[src/rtl/and_power_activity_monitor.sv]
// Measures toggle and high-cycle counts of sig_in over a latched window of win_len cycles.
// Latency: the report is valid one cycle after the last sampled edge of the window.
// Backpressure: the report is held stable until rpt_ready; nothing is sampled while it waits.
// Optional: define ACT_MON_PEAK_EN to add rpt_peak (the running maximum of rpt_toggles).
module and_power_activity_monitor #(
    parameter int WIN_W = 8,
    parameter int CNT_W = 8
) (
    input  logic             clk,
    input  logic             rst_n,
    input  logic             en,
    input  logic [WIN_W-1:0] win_len,
    input  logic             sig_in,
    output logic             rpt_valid,
    input  logic             rpt_ready,
    output logic [CNT_W-1:0] rpt_toggles,
    output logic [CNT_W-1:0] rpt_high,
    output logic             rpt_overflow,
    output logic             busy
`ifdef ACT_MON_PEAK_EN
    ,
    output logic [CNT_W-1:0] rpt_peak
`endif
);

    localparam logic [1:0] IDLE   = 2'd0;
    localparam logic [1:0] MEAS   = 2'd1;
    localparam logic [1:0] REPORT = 2'd2;

    localparam logic [WIN_W-1:0] WIN_ONE = WIN_W'(1);
    localparam logic [CNT_W-1:0] CNT_ONE = CNT_W'(1);

    logic [1:0]       state;
    logic             sig_q;
    logic [WIN_W-1:0] len_q;
    logic [WIN_W-1:0] cycle_cnt;
    logic [CNT_W-1:0] tog_cnt;
    logic [CNT_W-1:0] high_cnt;
    logic             ovf_q;

    logic             toggle;
    logic [CNT_W-1:0] tog_nxt;
    logic [CNT_W-1:0] high_nxt;
    logic             ovf_nxt;
    logic             last_sample;
    logic             start_ok;

    assign busy = (state != IDLE);

    // Saturating next values for the working counters; an increment attempted at max flags overflow.
    always_comb begin
        toggle      = (sig_in != sig_q);
        tog_nxt     = tog_cnt;
        high_nxt    = high_cnt;
        ovf_nxt     = ovf_q;
        if (toggle) begin
            if (&tog_cnt) ovf_nxt = 1'b1;
            else          tog_nxt = tog_cnt + CNT_ONE;
        end
        if (sig_in) begin
            if (&high_cnt) ovf_nxt = 1'b1;
            else           high_nxt = high_cnt + CNT_ONE;
        end
        last_sample = (cycle_cnt == (len_q - WIN_ONE));
        start_ok    = en && (win_len != '0);
    end

    // sig_q tracks sig_in in every state so the first sample of a window sees a true previous value.
    always_ff @(posedge clk or negedge rst_n) begin
        if (!rst_n) sig_q <= 1'b0;
        else        sig_q <= sig_in;
    end

    // Window control, working counters and the report register.
    always_ff @(posedge clk or negedge rst_n) begin
        if (!rst_n) begin
            state        <= IDLE;
            len_q        <= '0;
            cycle_cnt    <= '0;
            tog_cnt      <= '0;
            high_cnt     <= '0;
            ovf_q        <= 1'b0;
            rpt_valid    <= 1'b0;
            rpt_toggles  <= '0;
            rpt_high     <= '0;
            rpt_overflow <= 1'b0;
        end else begin
            case (state)
                IDLE: begin
                    if (start_ok) begin
                        state     <= MEAS;
                        len_q     <= win_len;
                        cycle_cnt <= '0;
                        tog_cnt   <= '0;
                        high_cnt  <= '0;
                        ovf_q     <= 1'b0;
                    end
                end
                MEAS: begin
                    if (!en) begin
                        // Abort: discard the partial window.
                        state     <= IDLE;
                        cycle_cnt <= '0;
                        tog_cnt   <= '0;
                        high_cnt  <= '0;
                        ovf_q     <= 1'b0;
                    end else begin
                        tog_cnt   <= tog_nxt;
                        high_cnt  <= high_nxt;
                        ovf_q     <= ovf_nxt;
                        cycle_cnt <= cycle_cnt + WIN_ONE;
                        if (last_sample) begin
                            state        <= REPORT;
                            rpt_valid    <= 1'b1;
                            rpt_toggles  <= tog_nxt;
                            rpt_high     <= high_nxt;
                            rpt_overflow <= ovf_nxt;
                        end
                    end
                end
                REPORT: begin
                    if (rpt_ready) begin
                        rpt_valid <= 1'b0;
                        if (start_ok) begin
                            state     <= MEAS;
                            len_q     <= win_len;
                            cycle_cnt <= '0;
                            tog_cnt   <= '0;
                            high_cnt  <= '0;
                            ovf_q     <= 1'b0;
                        end else begin
                            state <= IDLE;
                        end
                    end
                end
                default: state <= IDLE;
            endcase
        end
    end

`ifdef ACT_MON_PEAK_EN
    // Running maximum of reported toggle counts, updated as each report loads; only reset clears it.
    always_ff @(posedge clk or negedge rst_n) begin
        if (!rst_n) begin
            rpt_peak <= '0;
        end else if (state == MEAS && en && last_sample && tog_nxt > rpt_peak) begin
            rpt_peak <= tog_nxt;
        end
    end
`endif

endmodule
[config.mk]
export PLATFORM = sky130hd
export DESIGN_NAME = and_power_activity_monitor
export DESIGN_NICKNAME = d
export VERILOG_FILES = /design/src/rtl/and_power_activity_monitor.sv
export SDC_FILE = /design/constraint.sdc
export NUM_CORES = 1
export LEC_CHECK = 0
export BUFFER_PORTS_ARGS = -buffer_cell sky130_fd_sc_hd__buf_2
export CORE_MARGIN = 3
export CORE_UTILIZATION = 58
export DETAILED_ROUTE_END_ITERATION = 10
export PLACE_DENSITY = 0.79
export SYNTH_ARGS = -nofsm -noshare
export SYNTH_HDL_FRONTEND = slang
export SYNTH_SLANG_ARGS = --single-unit
[constraint.sdc]
create_clock -name clk -period 3.3 [get_ports clk]
set_input_delay 0 -clock clk [delete_from_list [all_inputs] [get_ports clk]]
set_output_delay 0 -clock clk [all_outputs]
set_load 0.1 [all_outputs]
# Yosys cells after proc, flatten, opt, wreduce, memory -nomap -nowiden
# Index checks and enable logic that the tools add are counted.
# word_totals
regBits	54
inputBits	13
# classes
muxes	37
addsub	4
n_reduce_logical	14
n_eq_ne	9
# op_table
operator	n
$mux W8	15
$pmux W8 S3	3
$add A8 B1 Y8 const B	3
$pmux W8 S2	1
$reduce_and A8 Y1	2
$mux W1	11
$eq A8 B8 Y1	1
$mux W2	4
$ne A2 B2 Y1 const B	4
$reduce_bool A8 Y1	1
$sub A8 B1 Y8 const B	1
$pmux W2 S3	1
$reduce_and A3 Y1	2
$reduce_bool A2 Y1	3
$reduce_and A2 Y1	2
$reduce_and A4 Y1	1
$ne A3 B3 Y1 const B	1
$pmux W1 S3	1
$reduce_bool A3 Y1	1
$eq A2 B1 Y1 const B	1
$eq A2 B2 Y1 const B	1
$logic_not A2 Y1	1
$pmux W1 S2	1
$logic_and A1 B1 Y1	1
$ne A1 B1 Y1	1

# Depth between registers and ports, before layout
# Gate-level depths: netlist (run 1).
# logic_depth
ltp_word	7
ltp_mapped	8
depth_no_buf	7

# Worst setup path before layout (run 1)
# Ideal clock, no wire load.
# synth_path
path_type	register to register
start	register len_q[0]
end	register rpt_high[3]
period_less_slack_ps	2681
setup_ps	126
path_slack_ps	619
arrival_time_ps	2555
stages_incl_launch_ff	9
cell_sequence	dfrtp_1 inv_1 ha_1 or3b_1 nor4_1 o2111ai_1 a2111oi_4 buf_8 mux2_4
# synth_via
elab_chain_cells	3
# synth_rtl
element	line_no	source
start, declared	35	logic [WIN_W-1:0] len_q;
start signal, assigned	92	len_q <= win_len;
start signal, assigned	126	len_q <= win_len;
$sub A8 B1 Y8	64	last_sample = (cycle_cnt == (len_q - WIN_ONE));
$eq A8 B8 Y1	64	
$reduce_and A3 Y1 (no line)	n/a	
end signal, assigned	116	rpt_high <= high_nxt;
end, declared	17	output logic [CNT_W-1:0] rpt_high,
# No other way between the ends.
# A chain may end at the register's enable or synchronous reset.

# Worst setup path after layout (run 1)
# layout_path
start	register len_q[0]
end	register rpt_toggles[3]
# layout_via
elab_chain_cells	3
# layout_rtl
element	line_no	source
$sub A8 B1 Y8	64	
$eq A8 B8 Y1	64	
$reduce_and A3 Y1 (no line)	n/a	
end signal, assigned	115	rpt_toggles <= tog_nxt;
end, declared	16	output logic [CNT_W-1:0] rpt_toggles,
# No other way between the ends.

==> results of run 1 <==
==> tightest hold or removal path, stage by stage <==
cell and delay, ps:
buf_2 100, inv_1 80, o32a_2 130
==> power groups by stage <==
stage,Sequential (mW),Clock (mW),Combinational [mW]
finish,0.776,0.346,0.412
CTS,0.775,0.361,0.415
detailed placement,0.787,0,0.404
global placement,0.784,0,0.395
floorplan,0.895,0,0.214
global route,0.785,0.390,0.445
==> cell usage in the layout, fill, tap and decap left out, types with 2 or more instances in the layout <==
| cell | count |
|---|---|
| a21oi_1 | 5 |
| a22o_1 | 12 |
| a31oi_1 | 2 |
| a41oi_1 | 2 |
| and2_1 | 4 |
| and3_1 | 8 |
| buf_2 | 31 |
| buf_4 | 2 |
| clkbuf_8 | 5 |
| clkinv_2 | 2 |
| dfrtp_1 | 54 |
| dlygate4sd3_1 | 10 |
| ha_1 | 4 |
| inv_1 | 10 |
| mux2_2 | 21 |
| mux2_4 | 4 |
| mux2i_1 | 6 |
| nand2_1 | 15 |
| nand3_1 | 9 |
| nand4_1 | 4 |
| nor2_1 | 13 |
| nor3_1 | 2 |
| nor4_1 | 3 |
| o2111ai_1 | 3 |
| o211ai_1 | 2 |
| o21ai_0 | 16 |
| o31ai_1 | 4 |
| xnor2_1 | 11 |
| xor2_1 | 9 |
==> metrics by stage <==
stage                     setup slack [ps]  area [um2]
final                                  590        3220
after global routing                   356        3220
after CTS                              591        3220
after detailed placement               597        3040
after global placement                 684        3040
after floorplan                        619        2870
==> cells in the mapped netlist, types with 3 or more instances <==
library cell	number
o2111ai_1	3
mux2_2	21
nor2_1	13
and3_1	8
and2_1	4
a22o_1	12
a21oi_1	5
o21ai_0	17
clkbuf_1	6
nand4_1	4
inv_1	10
xnor2_1	11
xor2_1	9
nand3_1	9
o31ai_1	4
nor4_1	3
mux2_4	4
mux2i_1	6
ha_1	4
nand2_1	15
dfrtp_1	54
==> flip-flops by register name (all words and copies together) (netlist names) <==
signal and flops:
rpt_high 8, tog_cnt 8, cycle_cnt 8, rpt_overflow 1, len_q 8, ovf_q 1, state 2, sig_q 1
rpt_toggles 8, high_cnt 8, rpt_valid 1
==> metal layers <==
metal,track usage [%],vias up,part of all wire (%)
li1,-,1013,-
met2,31.2,34,47
met1,28.9,997,48
met5,0,-,0
met4,8.15,0,1.3
met3,3.78,9,3.6
==> final cells by class <==
type	count	area, um2	area share, %
Clock buffer	5	68.8	2.14
Clock inverter	2	10.0	0.311
Inverter	10	37.5	1.17
Multi-Input combinational cell	180	1400	43.5
Sequential cell	54	1350	42.0
Tap cell	65	81.3	2.53
Timing Repair Buffer	43	270	8.40
==> final timing paths <==
check,cells past startpoint,slack [ps],start,endpoint
setup / recovery,8,590,len_q[0],rpt_toggles[3]
hold / removal,3,40,rpt_ready,rpt_valid
setup reg to reg,8,590,len_q[0],rpt_toggles[3]
hold reg to reg,1,500,rpt_valid,rpt_valid
max in group asynchronous,3,2220,rst_n,cycle_cnt[2]
min in group asynchronous,2,350,rst_n,len_q[7]
==> logic make-up (layout without fill, tap and decap cells) <==
kind of cell,count (synthesis),in the layout,share of synthesized area [%]
xor+xnor,20,20,6.11
fa+ha+maj,4,4,1.75
compound gates,57,57,14.9
simple gates,68,68,13.4
flops,54,54,47.1
mux,31,31,12.4
buf+inv,21,60,4.23
==> what timing repair did <==
item | in CTS | in global routing
hold buffers | 10 | 0
endpoints found under the hold margin | 48 | 0
gates resized for setup | 0 | 0
==> metrics.txt, run 1 <==
status=completed; Yosys cell types=49; clock slew at reported path FFs=~90 ps; largest cells by area after synthesis=dfrtp_1 (47%), mux2_2 (8.2%), a22o_1 (3.7%); Worst EP arrival=roughly 2900 ps; Clock Root Buffer=clkbuf_8; critical path's slowest cell=dfrtp_1; Max-Slew Margin vs Limit=~36%; I/O pins=32; cell taking the most area after synthesis=dfrtp_1; H-tree depth=2; Fmax=between 300 and 400 MHz; die height=approximately 76 um; Avg Vias per Cell=between 5 and 6; # placed instances=342; delay-heaviest family, CP=simple AND/OR/NAND/NOR gates; leak pwr=1.50 nW; Synth Cell Area=~2900 um2; area share of the largest cell type after synthesis=47.1%; total power=roughly 1.5 mW; cell row count=24; main flop type after synthesis=dfrtp_1; Fill cells=between 300 and 400; synth warn=0; switching share of power=roughly 36%; Final Slew Violations=0; post-layout min period=2710 ps; worst stage delay on the critical path=approximately 430 ps; worst-path maximum fanout=19; combinational group share of total power=26.8%; WP data required=roughly 3500 ps; grt ovf=0; worst hold slack=around 43 ps; IO buf count=31; final setup violating endpoints=0; Final Instance Count excl. Fillers=between 300 and 400; syn_area_per_cell=about 11 um2; unrepaired setup endpoints after global routing=false; net switching power=roughly 0.55 mW; die width=76.3 um; antenna violations before repair=0; EDFF count, synth=0; Reg power frac=roughly half; peak supply drop=around 0.31 mV; antenna cells=0; Setup crit end kind=flop; cell count after synthesis=roughly 260; sequential area share after synthesis=between 40 and 50%; # clock sinks=54; DRC=0; worst slew pin tran=approximately 950 ps; Core Region=roughly 4600 um2; Seq cells post-synth=54; total die area=between 5000 and 6000 um2; ratio of cells with drive above 1 in the final layout=between 20% and 30%; global-route wire length before repair=between 9000 and 10000 um; DP HPWL=around 3700 um; PwrDens=between 400 and 500 nW/um2; initial core utilization=62.8%; GRT Resource Usage Total=between 20% and 30%; P&R area growth vs syn=12.2%; power share of the clock group=a little under a quarter; Hold Crit Class=primary input to flop; crit path kind=flop to flop; DR WL/cell=approximately 15 um; Clock Skews=7.55 ps; Critical Path Start Type=flop; CTS max path bufs=2; Final Core Density=a little over two thirds; Int Pwr=~0.98 mW; drt first pass iters=4; fin nets=between 300 and 400; initial drt markers=111; via count=~2100; Fin. Hold Viols=0; Mapped Nets=about 270; vias in the first global route=approximately 2100; Async S/R FF share, synth=between 90% and 100%; max-cap viol count=0; final cycle utilization of the critical path=between 80 and 90%; worst path cell trace=inv_1, ha_1, or3b_1, nor4_1, o2111ai_1, a2111oi_4, buf_4, mux2_2; CTS tree=yes; clock insertion delay at the later pin of the skew report=roughly 310 ps; largest net degree at the start of global routing=just over 40; Final ANT Viol Nets=0; RD Place Congestion=~0.75; Setup Fix Bufs, Post-CTS=0; Total Wirelength=between 5000 and 6000 um; Fin Setup TNS=0 ps; CTS Buf Count=5; WP buf/inv=2
(Power assumes the default switching activity.)
==> run 2, diff against run 1 <==
Clock period 3.3 ns to 2.7 ns, I/O delays scaled along.
==> run 2 against run 1 <==
Net effect:
- count of clock-buffer cells in the layout grew 1
- combinational power up 25%
- worst setup slack got worse by 440 ps
- flip-flop and latch count unchanged
- final cell count up 1.7%
- sequential share of layout area is 1.0 points lower
- via count grew 2.1%
- die area is the same
- non-clock buffer count rose by 5
- maximum frequency up 6.3%
- clock power up 34%
==> metrics.txt, run 2 (synthesis gave the netlist of run 1 again) <==
status=completed; fin nets=316 (+1.6%); leak pwr=1.53 nW (+2.2%); clock insertion delay at the later pin of the skew report=300 ps (about the same); Int Pwr=1.24 mW (+26%); PwrDens=586 nW/um2 (+23%); Critical Path Start Type=flop; Clock Root Buffer=clkbuf_8; antenna cells=0 (unchanged); cell row count=24 (unchanged); commonest non-fill, non-tap cell in the layout=dfrtp_1; RD Place Congestion=0.775 (+3.4%); largest net degree at the start of global routing=30 (-27%); peak supply drop=0.427 mV (+36%); Fill cells=328 (-3.5%); Reg area=1350 um2 (unchanged); initial drt markers=114 (+2.7%); net switching power=0.691 mW (+26%); antenna violations before repair=0 (unchanged); final cycle utilization of the critical path=94.4% (+12 points); area of the multi-input gates=1410 um2 (+0.89%); drt first pass iters=4 (unchanged); crit path kind=flop to flop; die width=76.3 um (unchanged); R2R depth=8 (unchanged); CTS max path bufs=2 (unchanged); combinational group share of total power=26.7% (about the same); clock slew at reported path FFs=100 ps (about the same); worst hold slack=48.9 ps (+6.12 ps); P&R area growth vs syn=15.0%; unrepaired setup endpoints after global routing=false; # clock sinks=54 (unchanged); Reg-to-Reg Start=len_q[0]; GRT Resource Usage Total=20.7% (+0.21 points); global-route wire length before repair=9830 um (+0.71%); Core Region=4560 um2 (unchanged); DR WL/cell=15.6 um (+1.6%); Worst EP arrival=2740 ps (-160 ps); initial core utilization=62.8% (unchanged); Hold Crit Start=rpt_ready; register-to-register setup slack=150 ps (-440 ps); WHS Path Cells=3 (unchanged); Fmax=392 MHz (+6.3%); post-layout min period=2550 ps (-161 ps); final setup violating endpoints=0 (unchanged); Reg power frac=49.2% (-1.4 points); Final Slew Violations=0 (unchanged); switching share of power=35.8% (-0.076 points); worst slew pin tran=1010 ps (+54.5 ps); total die area=5820 um2 (unchanged); DRC=0 (unchanged); ratio of cells with drive above 1 in the final layout=27.0% (+2.2 points); CTS Buf Count=5 (unchanged); Max-Slew Margin vs Limit=32.5% (-3.6 points); DP HPWL=3770 um (+1.4%); grt ovf=0 (unchanged); Setup crit end kind=flop; Avg Vias per Cell=5.74 (+0.42%); Final ANT Viol Nets=0 (unchanged); power share of the clock group=24.1% (+1.5 points); WP data required=2900 ps (-590 ps); Hold Crit Class=primary input to flop; r2r endpoint=rpt_high[2]; Fin. Hold Viols=0 (unchanged); CTS tree=yes; via count=2096 (+2.1%); Fin Setup TNS=0 ps (unchanged); most frequent cells in the layout=dfrtp_1 (54), buf_2 (31), mux2_2 (21), o21ai_0 (16), nand2_1 (15); Worst Hold End=rpt_valid; IO buf count=31 (unchanged); H-tree depth=2 (unchanged); die height=76.3 um (unchanged); Clock Skews=7.60 ps (+0.0533 ps); max-cap viol count=0 (unchanged); vias in the first global route=2048 (-1.2%); I/O pins=32 (unchanged); Total Wirelength=5700 um (+3.3%); worst-path maximum fanout=19 (unchanged)
==> run 2: cell count changes in the layout (fill, tap and decap cells not counted), sizes merged <==
| cell | previous run | this run |
|---|---|---|
| buf | 33 | 38 |
| clkbuf | 5 | 6 |
| clkinvlp | 0 | 1 |
| clkinv | 2 | 1 |
==> run 2: how the worst max path moves through the flow <==
stage                        start             end  cells after the start
after floorplan           len_q[0]     rpt_high[3]                      8
after detailed placement  len_q[0]     rpt_high[2]                      8
after CTS                 len_q[0]     rpt_high[2]                      8
final                     len_q[0]     rpt_high[2]                      8
after global placement    len_q[0]     rpt_high[1]                      8
after global routing      len_q[0]  rpt_toggles[5]                      8
==> run 2: critical path, cell delays in order, from the launching register on <==
cell,delay [ps]
dfrtp_1,440
inv_1,80
ha_1,170
or3b_1,420
nor4_2,300
o2111ai_2,190
a2111oi_4,280
buf_12,210
mux2_2,360
==> run 2: power groups by stage <==
stage,Sequential (mW),Combinational [mW],Clock [mW]
finish,0.949,0.516,0.465
global route,0.963,0.556,0.517
CTS,0.948,0.507,0.479
detailed placement,0.964,0.493,0
global placement,0.959,0.488,0
floorplan,1.09,0.262,0
==> run 2: per-stage QoR <==
step / instances / power, mW / cell area, um2 / setup WS, ps / utilization (%)
2_1_floorplan: 255 / 1.36 / 2870 / 19.1 / -
5_1_grt: 365 / 2.04 / 3300 / 24.1 / 72.2
3_3_place_gp: 344 / 1.45 / 3070 / 176 / 67.2
4_1_cts: 362 / 1.93 / 3260 / 45.6 / 71.5
6_report: 365 / 1.93 / 3300 / 151 / 72.2
3_5_place_dp: 344 / 1.46 / 3070 / 52.0 / 67.2
==> run 2: final cells by class <==
class,instances,share of cell area (%)
clock buffers,6,2.50
clock inverters,2,0.380
inverters,10,1.14
multi-input cells,180,42.8
flip-flops and latches,54,41.0
well taps,65,2.47
repair buffers,48,9.72
==> run 2: per-layer routing <==
layer / track usage [%] / wire (um) / vias to the layer above
li1: - / - / 1023
met4: 6.52 / 118 / 0
met1: 29.6 / 2720 / 1000
met2: 32.4 / 2640 / 60
met5: 0 / 0 / -
met3: 3.19 / 226 / 13
==> run 2: what timing repair did <==
action | 4_1_cts | 5_1_grt
hold endpoints to repair | 37 | 0
hold buffers | 10 | 0
resized for setup | 0 | 2
buffers inserted | 0 | 3
setup endpoints to repair | 0 | 13
